### src/rtl/pifo_rank_pkg.sv
// Rank-word layout shared by the WRR rank calculator, the PIFO and the
// last-rank tracker. A rank word is {valid, rank[18:0], reserved[11:0]};
// the low 13 rank bits form the {overflow epoch, round} ordering key.
package pifo_rank_pkg;

    localparam int VALID_BIT = 31;
    localparam int RANK_LSB  = 12;
    localparam int RANK_W    = 19;
    localparam int RSVD_W    = 12;
    localparam int ROUND_W   = 11;
    localparam int OVF_W     = 2;
    localparam int CLASS_W   = 5;
    localparam int DATA_W    = 32;
    localparam int KEY_W     = OVF_W + ROUND_W;
    localparam int PORT_W    = 3;

    typedef logic [KEY_W-1:0] rank_key_t;

    typedef struct packed {
        logic              valid;
        logic [RANK_W-1:0] rank;
        logic [RSVD_W-1:0] rsvd;
    } rank_word_t;

    // Ordering key of a rank word: {ovf, round} taken from the low rank bits.
    function automatic rank_key_t rank_key(input rank_word_t w);
        return w.rank[KEY_W-1:0];
    endfunction

endpackage

### src/rtl/pifo_last_rank_tracker_if.sv
// Bundle of the dequeue-event, CPU-access and last_pkt_info signals of the
// last-rank tracker. master = event/CPU source side, slave = the tracker.
interface pifo_last_rank_tracker_if
    import pifo_rank_pkg::*;
#(
    parameter int NUM_PORTS = 5,
    parameter int DATA_W    = 32
);
    // Dequeue events and CPU requests are single-cycle strobes with no
    // backpressure: the tracker accepts every strobe in the cycle it is seen.
    // cpu_out_valid is a one-cycle response pulse following a read request.
    logic                        deq_valid;
    logic [PORT_W-1:0]           deq_port;
    logic [DATA_W-1:0]           deq_data;
    logic                        cpu_valid;
    logic [PORT_W-1:0]           cpu_index;
    logic                        cpu_read_sig;
    logic                        cpu_clear_sig;
    logic                        cpu_out_valid;
    logic [PORT_W-1:0]           cpu_out_index;
    logic [DATA_W-1:0]           cpu_out_val;
    logic [NUM_PORTS*DATA_W-1:0] last_pkt_info;

    modport master (
        output deq_valid, deq_port, deq_data,
        output cpu_valid, cpu_index, cpu_read_sig, cpu_clear_sig,
        input  cpu_out_valid, cpu_out_index, cpu_out_val,
        input  last_pkt_info
    );

    modport slave (
        input  deq_valid, deq_port, deq_data,
        input  cpu_valid, cpu_index, cpu_read_sig, cpu_clear_sig,
        output cpu_out_valid, cpu_out_index, cpu_out_val,
        output last_pkt_info
    );

endinterface

### src/rtl/rank_key_cmp.sv
// Modular newer-or-equal compare of two {ovf, round} keys. The key space is
// treated as a circle: new is newer-or-equal when (new - old) mod 2^W falls
// in the lower half, which makes the epoch 3 -> 0 wrap order correctly.
module rank_key_cmp
    import pifo_rank_pkg::*;
#(
    parameter int W = KEY_W
) (
    input  logic [W-1:0] i_new_key,
    input  logic [W-1:0] i_old_key,
    output logic         o_newer_or_eq
);

    logic [W-1:0] w_diff;

    // Wrapping subtraction; the MSB of the distance marks "older".
    assign w_diff        = i_new_key - i_old_key;
    assign o_newer_or_eq = ~w_diff[W-1];

endmodule

### src/rtl/pifo_last_rank_tracker.sv
// Keeps, per egress port, the most recent dequeued rank word and feeds it
// back to the rank calculator on last_pkt_info. Dequeue events are staged
// one cycle, then compared against the stored key and written (2-cycle
// latency). Older-round events are dropped. CPU can read and clear entries.
// Optional build macro LAST_RANK_STALE_CNT_EN adds per-port stale-drop
// counters that are reported in the low bits of CPU reads.
module pifo_last_rank_tracker
    import pifo_rank_pkg::*;
#(
    parameter int NUM_PORTS = 5,
    parameter int ROUND_W   = pifo_rank_pkg::ROUND_W,
    parameter int OVF_W     = pifo_rank_pkg::OVF_W,
    parameter int DATA_W    = pifo_rank_pkg::DATA_W
) (
    input  logic                     clk_dp,
    input  logic                     rst,
    pifo_last_rank_tracker_if.slave  bus
);

    localparam int KW = OVF_W + ROUND_W;

    // Stage-1 registers (only qualified events are captured).
    logic                 r_s1_valid;
    logic [PORT_W-1:0]    r_s1_port;
    logic [DATA_W-1:0]    r_s1_data;

    // Per-port stored rank words.
    logic [DATA_W-1:0]    r_entry [NUM_PORTS];

    // CPU response registers.
    logic                 r_out_valid;
    logic [PORT_W-1:0]    r_out_index;
    logic [DATA_W-1:0]    r_out_val;

    logic                 w_deq_ok;
    logic                 w_old_valid;
    logic [KW-1:0]        w_old_key;
    logic                 w_newer;
    logic                 w_accept;
    logic                 w_stale;
    logic [NUM_PORTS-1:0] w_wr;
    logic [NUM_PORTS-1:0] w_clr;
    logic [NUM_PORTS-1:0] w_drop;
    logic [DATA_W-1:0]    w_view [NUM_PORTS];
    logic [DATA_W-1:0]    w_rd_word;

`ifdef LAST_RANK_STALE_CNT_EN
    logic [15:0]          r_cnt [NUM_PORTS];
`endif

    // Only in-range ports carrying a valid rank word enter the pipeline.
    assign w_deq_ok = bus.deq_valid
                   && (32'(bus.deq_port) < NUM_PORTS)
                   && bus.deq_data[VALID_BIT];

    // Stage 1: capture the dequeue event.
    always_ff @(posedge clk_dp or negedge rst) begin
        if (!rst) begin
            r_s1_valid <= 1'b0;
            r_s1_port  <= '0;
            r_s1_data  <= '0;
        end else begin
            r_s1_valid <= w_deq_ok;
            if (w_deq_ok) begin
                r_s1_port <= bus.deq_port;
                r_s1_data <= bus.deq_data;
            end
        end
    end

    // Select the stored valid bit and key of the staged event's port.
    always_comb begin
        w_old_valid = 1'b0;
        w_old_key   = '0;
        for (int p = 0; p < NUM_PORTS; p++) begin
            if (r_s1_port == PORT_W'(p)) begin
                w_old_valid = r_entry[p][VALID_BIT];
                w_old_key   = r_entry[p][RANK_LSB +: KW];
            end
        end
    end

    rank_key_cmp #(.W(KW)) u_key_cmp (
        .i_new_key     (r_s1_data[RANK_LSB +: KW]),
        .i_old_key     (w_old_key),
        .o_newer_or_eq (w_newer)
    );

    assign w_accept = r_s1_valid && (!w_old_valid || w_newer);
    assign w_stale  = r_s1_valid && w_old_valid && !w_newer;

    // Per-port write, stale-drop and CPU-clear decodes.
    always_comb begin
        w_wr   = '0;
        w_clr  = '0;
        w_drop = '0;
        for (int p = 0; p < NUM_PORTS; p++) begin
            w_wr[p]   = w_accept && (r_s1_port == PORT_W'(p));
            w_drop[p] = w_stale  && (r_s1_port == PORT_W'(p));
            w_clr[p]  = bus.cpu_valid && bus.cpu_clear_sig
                     && (bus.cpu_index == PORT_W'(p));
        end
    end

    // Stage 2: update entries; a CPU clear on the same port wins.
    always_ff @(posedge clk_dp or negedge rst) begin
        if (!rst) begin
            for (int p = 0; p < NUM_PORTS; p++) begin
                r_entry[p] <= '0;
            end
        end else begin
            for (int p = 0; p < NUM_PORTS; p++) begin
                if (w_clr[p]) begin
                    r_entry[p] <= '0;
                end else if (w_wr[p]) begin
                    r_entry[p] <= r_s1_data;
                end
            end
        end
    end

`ifdef LAST_RANK_STALE_CNT_EN
    // Saturating per-port stale-drop counters, cleared with the entry.
    always_ff @(posedge clk_dp or negedge rst) begin
        if (!rst) begin
            for (int p = 0; p < NUM_PORTS; p++) begin
                r_cnt[p] <= '0;
            end
        end else begin
            for (int p = 0; p < NUM_PORTS; p++) begin
                if (w_clr[p]) begin
                    r_cnt[p] <= '0;
                end else if (w_drop[p] && (r_cnt[p] != 16'hFFFF)) begin
                    r_cnt[p] <= r_cnt[p] + 16'd1;
                end
            end
        end
    end

    // CPU view: reserved field replaced by the count; bits [11:8] also
    // flag a count that has outgrown the 12-bit field.
    always_comb begin
        for (int p = 0; p < NUM_PORTS; p++) begin
            w_view[p] = {r_entry[p][DATA_W-1:RSVD_W],
                         r_cnt[p][RSVD_W-1:0] | {{4{|r_cnt[p][15:12]}}, 8'h00}};
        end
    end
`else
    // CPU view is the stored word as-is.
    always_comb begin
        for (int p = 0; p < NUM_PORTS; p++) begin
            w_view[p] = r_entry[p];
        end
    end
`endif

    // CPU read mux; out-of-range indices read as zero.
    always_comb begin
        w_rd_word = '0;
        for (int p = 0; p < NUM_PORTS; p++) begin
            if (bus.cpu_index == PORT_W'(p)) begin
                w_rd_word = w_view[p];
            end
        end
    end

    // CPU read response, one cycle after the request (pre-clear value).
    always_ff @(posedge clk_dp or negedge rst) begin
        if (!rst) begin
            r_out_valid <= 1'b0;
            r_out_index <= '0;
            r_out_val   <= '0;
        end else begin
            r_out_valid <= bus.cpu_valid && bus.cpu_read_sig;
            if (bus.cpu_valid && bus.cpu_read_sig) begin
                r_out_index <= bus.cpu_index;
                r_out_val   <= w_rd_word;
            end
        end
    end

    assign bus.cpu_out_valid = r_out_valid;
    assign bus.cpu_out_index = r_out_index;
    assign bus.cpu_out_val   = r_out_val;

    for (genvar p = 0; p < NUM_PORTS; p++) begin : g_lpi
        assign bus.last_pkt_info[p*DATA_W +: DATA_W] = r_entry[p];
    end

endmodule

### src/flat_wrapper.sv
// flat-port wrapper written by rule: the top's interface ports become plain ports
module pifo_last_rank_tracker_flat import pifo_rank_pkg::*;
#(
    parameter int NUM_PORTS = 5,
    parameter int ROUND_W   = pifo_rank_pkg::ROUND_W,
    parameter int OVF_W     = pifo_rank_pkg::OVF_W,
    parameter int DATA_W    = pifo_rank_pkg::DATA_W
)
  (clk_dp, rst, bus_deq_valid, bus_deq_port, bus_deq_data, bus_cpu_valid, bus_cpu_index, bus_cpu_read_sig, bus_cpu_clear_sig, bus_cpu_out_valid, bus_cpu_out_index, bus_cpu_out_val, bus_last_pkt_info);
  pifo_last_rank_tracker_if #(.NUM_PORTS(NUM_PORTS), .DATA_W(DATA_W)) bus_i ();
  input  logic clk_dp;
  input  logic rst;
  input wire logic [$bits(bus_i.deq_valid)-1:0] bus_deq_valid;
  input wire logic [$bits(bus_i.deq_port)-1:0] bus_deq_port;
  input wire logic [$bits(bus_i.deq_data)-1:0] bus_deq_data;
  input wire logic [$bits(bus_i.cpu_valid)-1:0] bus_cpu_valid;
  input wire logic [$bits(bus_i.cpu_index)-1:0] bus_cpu_index;
  input wire logic [$bits(bus_i.cpu_read_sig)-1:0] bus_cpu_read_sig;
  input wire logic [$bits(bus_i.cpu_clear_sig)-1:0] bus_cpu_clear_sig;
  output wire logic [$bits(bus_i.cpu_out_valid)-1:0] bus_cpu_out_valid;
  output wire logic [$bits(bus_i.cpu_out_index)-1:0] bus_cpu_out_index;
  output wire logic [$bits(bus_i.cpu_out_val)-1:0] bus_cpu_out_val;
  output wire logic [$bits(bus_i.last_pkt_info)-1:0] bus_last_pkt_info;
  assign bus_i.deq_valid = bus_deq_valid;
  assign bus_i.deq_port = bus_deq_port;
  assign bus_i.deq_data = bus_deq_data;
  assign bus_i.cpu_valid = bus_cpu_valid;
  assign bus_i.cpu_index = bus_cpu_index;
  assign bus_i.cpu_read_sig = bus_cpu_read_sig;
  assign bus_i.cpu_clear_sig = bus_cpu_clear_sig;
  assign bus_cpu_out_valid = bus_i.cpu_out_valid;
  assign bus_cpu_out_index = bus_i.cpu_out_index;
  assign bus_cpu_out_val = bus_i.cpu_out_val;
  assign bus_last_pkt_info = bus_i.last_pkt_info;
  pifo_last_rank_tracker #(.NUM_PORTS(NUM_PORTS), .ROUND_W(ROUND_W), .OVF_W(OVF_W), .DATA_W(DATA_W)) u_core (.clk_dp(clk_dp), .rst(rst), .bus(bus_i));
endmodule
### config.mk
export PLATFORM = sky130hd
export DESIGN_NAME = pifo_last_rank_tracker_flat
export DESIGN_NICKNAME = d
export VERILOG_FILES = /design/src/rtl/pifo_rank_pkg.sv /design/src/rtl/pifo_last_rank_tracker_if.sv /design/src/rtl/rank_key_cmp.sv /design/src/rtl/pifo_last_rank_tracker.sv /design/src/flat_wrapper.sv
export SDC_FILE = /design/constraint.sdc
export NUM_CORES = 1
export LEC_CHECK = 0
export ABC_AREA = 1
export ABC_CLOCK_PERIOD_IN_PS = 3600
export CORE_MARGIN = 2
export CORE_UTILIZATION = 40
export DETAILED_ROUTE_END_ITERATION = 12
export GPL_TIMING_DRIVEN = 0
export PLACE_DENSITY = 0.76
export SLEW_MARGIN = 30
export SYNTH_ARGS = -nofsm -noshare
export SYNTH_HDL_FRONTEND = slang
export SYNTH_HIERARCHICAL = 1
export SYNTH_SLANG_ARGS = --single-unit
### constraint.sdc
create_clock -name clk_dp -period 3.6 [get_ports clk_dp]
set_input_delay 0.36 -clock clk_dp [delete_from_list [all_inputs] [get_ports clk_dp]]
set_output_delay 0.36 -clock clk_dp [all_outputs]
set_load 0.01 [all_outputs]
==> impl_metrics.csv <==
group,metric,value,unit
detailed_routing,routed_wl,45.57,mm
final_layout,drive_above_1_share,8.197,%
synthesis,ys.flop_type,"dfrtp_1",
sta,skew,0.01651,ns
sta,rsz0062_at_grt,"false",
sta,holdWs,0.3020,ns
detailed_routing,via_per_inst,5.438,
synthesis,async_flop_share,100.0,%
placed_design,dp_hpwl,33.32,mm
run_status,status,"finished clean",
power_and_ir_drop,p_leak,7.908,nW
worst_setup_path,end_kind,"flip-flop",
global_routing,grt_usage,28.50,%
clock_network,clk_latency,0.53,ns
synthesis,syn_area_per_cell,7.506,µm²
placed_design,place.gp.congestion,0.9519,
global_routing,global_route.overflow_total,0,
sta,tightest_slew,0.8323,ns
sta,fin_crit_sh,95.34,%
worst_setup_path,crit_start,"u_core/r_s1_port[1]$_DFFE_PN0P_",
clock_network,clock_path_buffers,3,
synthesis,ys_types,31,
final_layout,fin_nets,1928,
detailed_routing,dr.first_iter.drc_count,1550,
detailed_routing,vias,12410,
sta,drv_slew,0,
sta,worst_slack,0.1678,ns
worst_setup_path,reg2reg_depth,22,
detailed_routing,drt-wirelength-per-cell,19.97,µm
synthesis,synth_warnings,6,
global_routing,grt_pass1_vias,11790,
worst_setup_path,path_max_fanout,10,
die,core_area,29640,µm²
die,dieArea,31500,µm²
final_layout,area_growth,32.55,%
worst_setup_path,timing.rr.start,"u_core/r_s1_port[1]$_DFFE_PN0P_",
synthesis,synth.area.top_cells,"dfrtp_1 48%, nand2_1 15%, nand3_1 8.8%, inv_1 5.9%, nor2_1 4.1%",
synthesis,yosysSeqAreaShare,48.22,%
global_routing,grt_start_max_net_pins,88,
clock_network,clock_sinks,232,
worst_setup_path,cp-start-kind,"flip-flop",
clock_network,path_clk_slew,0.06,ns
die,row_count,63,
synthesis,syn_nets,1659,
placed_design,dp_slack,-0.2712,ns
power_and_ir_drop,total_power,12.65,mW
clock_network,cts_tree,"built",
sta,slew_headroom,44.51,%
synthesis,synth_top_area_share,48.22,%
global_routing,antenna_found_initial,1,
placed_design,portBuffers,238,
job,cap_viol_max_count,0,
worst_setup_path,r2r_end,"u_core/bus.last_pkt_info[93]$_DFFE_PN0P_",
worst_setup_path,critPathCapture,"u_core/bus.last_pkt_info[93]$_DFFE_PN0P_",
synthesis,netlist_area,12040,µm²
clock_network,root_buffer,"clkbuf_16",
die,die_h,177.5,µm
worst_setup_path,critPathKind,"flip-flop to flip-flop",
detailed_routing,drc_errors,0,
worst_setup_path,r2r_slack,0.17,ns
clock_network,cts_max_level,1,
synthesis,synthCells,1604,
sta,hold_viol_final,0,
die,die_x,177.5,µm
worst_setup_path,arrival,3.89,ns
die,ioPinCount,240,
power_and_ir_drop,power_density,792.6,nW/µm²
global_routing,grt_first_pass_wirelength,68.32,mm
sta,fin_crit,3.432,ns
synthesis,synth_seq_cells,232,
clock_network,cts_made_buffers,24,
power_and_ir_drop,ir_drop,320.2,µV
detailed_routing,dr.pass1.iters,6,
synthesis,synth_edf_count,0,
synthesis,synth_largest_area_cell,"dfrtp_1",
worst_setup_path,critPathRequiredTime,4.06,ns
sta,setup_viol,0,
sta,fmax,291.4,MHz
worst_hold_path,hold_class,"primary input to flip-flop",
detailed_routing,antenna_left,0,
die,initial_utilization,40.62,%
==> stage by stage <==
stage,setup TNS (ns),area [µm²],util (%),cells
after floorplan,0,12040,-,1604
after global routing,0,15960,53.84,2281
after detailed placement,-30.67,14970,50.51,2234
final,0,15960,53.85,2282
after CTS,0,15880,53.57,2278
after global placement,-1843.28,14910,50.31,2232
==> metal layers <==
metal	vias to the layer above	global-route usage [%]	routed length [µm]
met5	-	0	0
met4	0	10.96	1759
met3	131	7.155	5481
met2	785	44.35	20380
met1	5862	38.21	17950
li1	5632	-	-
==> cell families (layout without fill, tap and decap cells) <==
logic type | Yosys count | in the layout | share of synthesized area, %
AOI/OAI and AO/OA | 182 | 182 | 8.760
xor gates and xnor gates | 1 | 1 | 0.2286
adders and majority gates | 11 | 11 | 1.143
buffers and inverters | 299 | 586 | 10.40
DFF | 232 | 232 | 48.22
other | 0 | 1 | 0
and+or+nand+nor | 879 | 879 | 31.25
==> critical path, cell delays in order (launching register included) <==
cell and delay (ns):
dfrtp_1 0.44, nor2_2 0.16, nand2_1 0.12, clkbuf_1 0.32
o211ai_1 0.25, inv_1 0.06, ha_1 0.29, nand2_1 0.09
nor2_2 0.16, nand2_1 0.08, nor2_2 0.10, nand2_1 0.08
nand2_1 0.06, nand2_1 0.05, nand2_1 0.05, o21bai_1 0.11
inv_1 0.12, nand2_8 0.13, nand3_4 0.17, nand2_4 0.20
buf_6 0.18, nand2_1 0.07, nand2_1 0.07
==> synth_stat cells (7+ instances only) <==
| cell | instances |
|---|---|
| a21oi_1 | 49 |
| a31oi_1 | 10 |
| a41oi_1 | 18 |
| buf_1 | 14 |
| buf_2 | 32 |
| buf_4 | 9 |
| clkbuf_1 | 39 |
| dfrtp_1 | 232 |
| ha_1 | 11 |
| inv_1 | 189 |
| inv_2 | 9 |
| nand2_1 | 492 |
| nand2_2 | 26 |
| nand3_1 | 212 |
| nor2_1 | 131 |
| nor2_2 | 7 |
| o211ai_1 | 10 |
| o21ai_0 | 66 |
| o22ai_1 | 27 |
==> state kept, by name, indices dropped and copies added, names as in the netlist <==
signal                    cells
u_core/r_s1_port              3
u_core/bus.cpu_out_valid      1
u_core/bus.cpu_out_index      3
u_core/r_s1_valid             1
u_core/r_s1_data             32
u_core/bus.cpu_out_val       32
u_core/bus.last_pkt_info    160
==> worst min path at each step <==
| stage | start | end | slack, ns | cells after the start |
|---|---|---|---|---|
| 6_report | bus_cpu_index[2] | u_core/bus.cpu_out_val[12]$_DFFE_PN0P_ | 0.30 | 5 |
| 3_5_place_dp | rst | u_core/bus.last_pkt_info[28]$_DFFE_PN0P_ | 0.38 | 1 |
| 4_1_cts | bus_cpu_index[2] | u_core/bus.cpu_out_val[12]$_DFFE_PN0P_ | 0.29 | 5 |
| 5_1_grt | bus_cpu_index[2] | u_core/bus.cpu_out_val[31]$_DFFE_PN0P_ | 0.35 | 5 |
| 2_1_floorplan | rst | u_core/bus.cpu_out_index[0]$_DFFE_PN0P_ | 0.06 | 0 |
| 3_3_place_gp | u_core/bus.cpu_out_index[2]$_DFFE_PN0P_ | u_core/bus.cpu_out_index[2]$_DFFE_PN0P_ | 0.47 | 2 |
==> power by group <==
group	total [mW]	switching, mW	internal [mW]	leakage (nW)
Clock	2.77	1.08	1.68	0.443
Combinational	5.03	2.44	2.59	4.60
Sequential	4.86	1.23	3.63	2.87
Total	12.6	4.75	7.90	7.91
==> cell usage in the layout (no fill, tap or decap), types with 2 or more instances in the layout <==
master / count
clkbuf_16: 25
buf_6: 4
ha_1: 11
o211ai_1: 10
o21ai_0: 66
a41oi_1: 18
clkbuf_4: 2
buf_4: 14
nor2_1: 131
clkdlybuf4s50_1: 237
buf_16: 2
o22ai_1: 27
clkbuf_8: 10
dfrtp_1: 231
nand2_8: 3
buf_1: 14
nor2_2: 7
nand3_1: 212
inv_1: 188
bufinv_16: 3
buf_2: 30
clkbuf_1: 36
nand2_2: 23
clkinv_2: 4
a31oi_1: 10
buf_8: 4
inv_2: 10
a21oi_1: 48
nand3_4: 6
nand2_1: 492
nand2_4: 3
==> layout make-up <==
cell class              count  area (µm²)
plain buffers              99       521.8
inverters                 199       747.0
fillers                  2721       13680
well taps                 390       488.0
flip-flops and latches    232        5807
repair buffers            244        2475
diodes                      1       2.502
multi-input cells        1073        5032
clock inverters             8       118.9
clock buffers              36       767.0
==> repair_timing <==
action / 4_1_cts / 5_1_grt
buffers inserted: 0 / 3
resized for setup: 6 / 17
endpoints found under the setup margin: 160 / 154
pin swaps: 0 / 1
gates cloned: 0 / 0
endpoints found under the hold margin: 69 / 0
hold buffers: 1 / 0
Note: power is estimated with default switching activity, not from simulation.
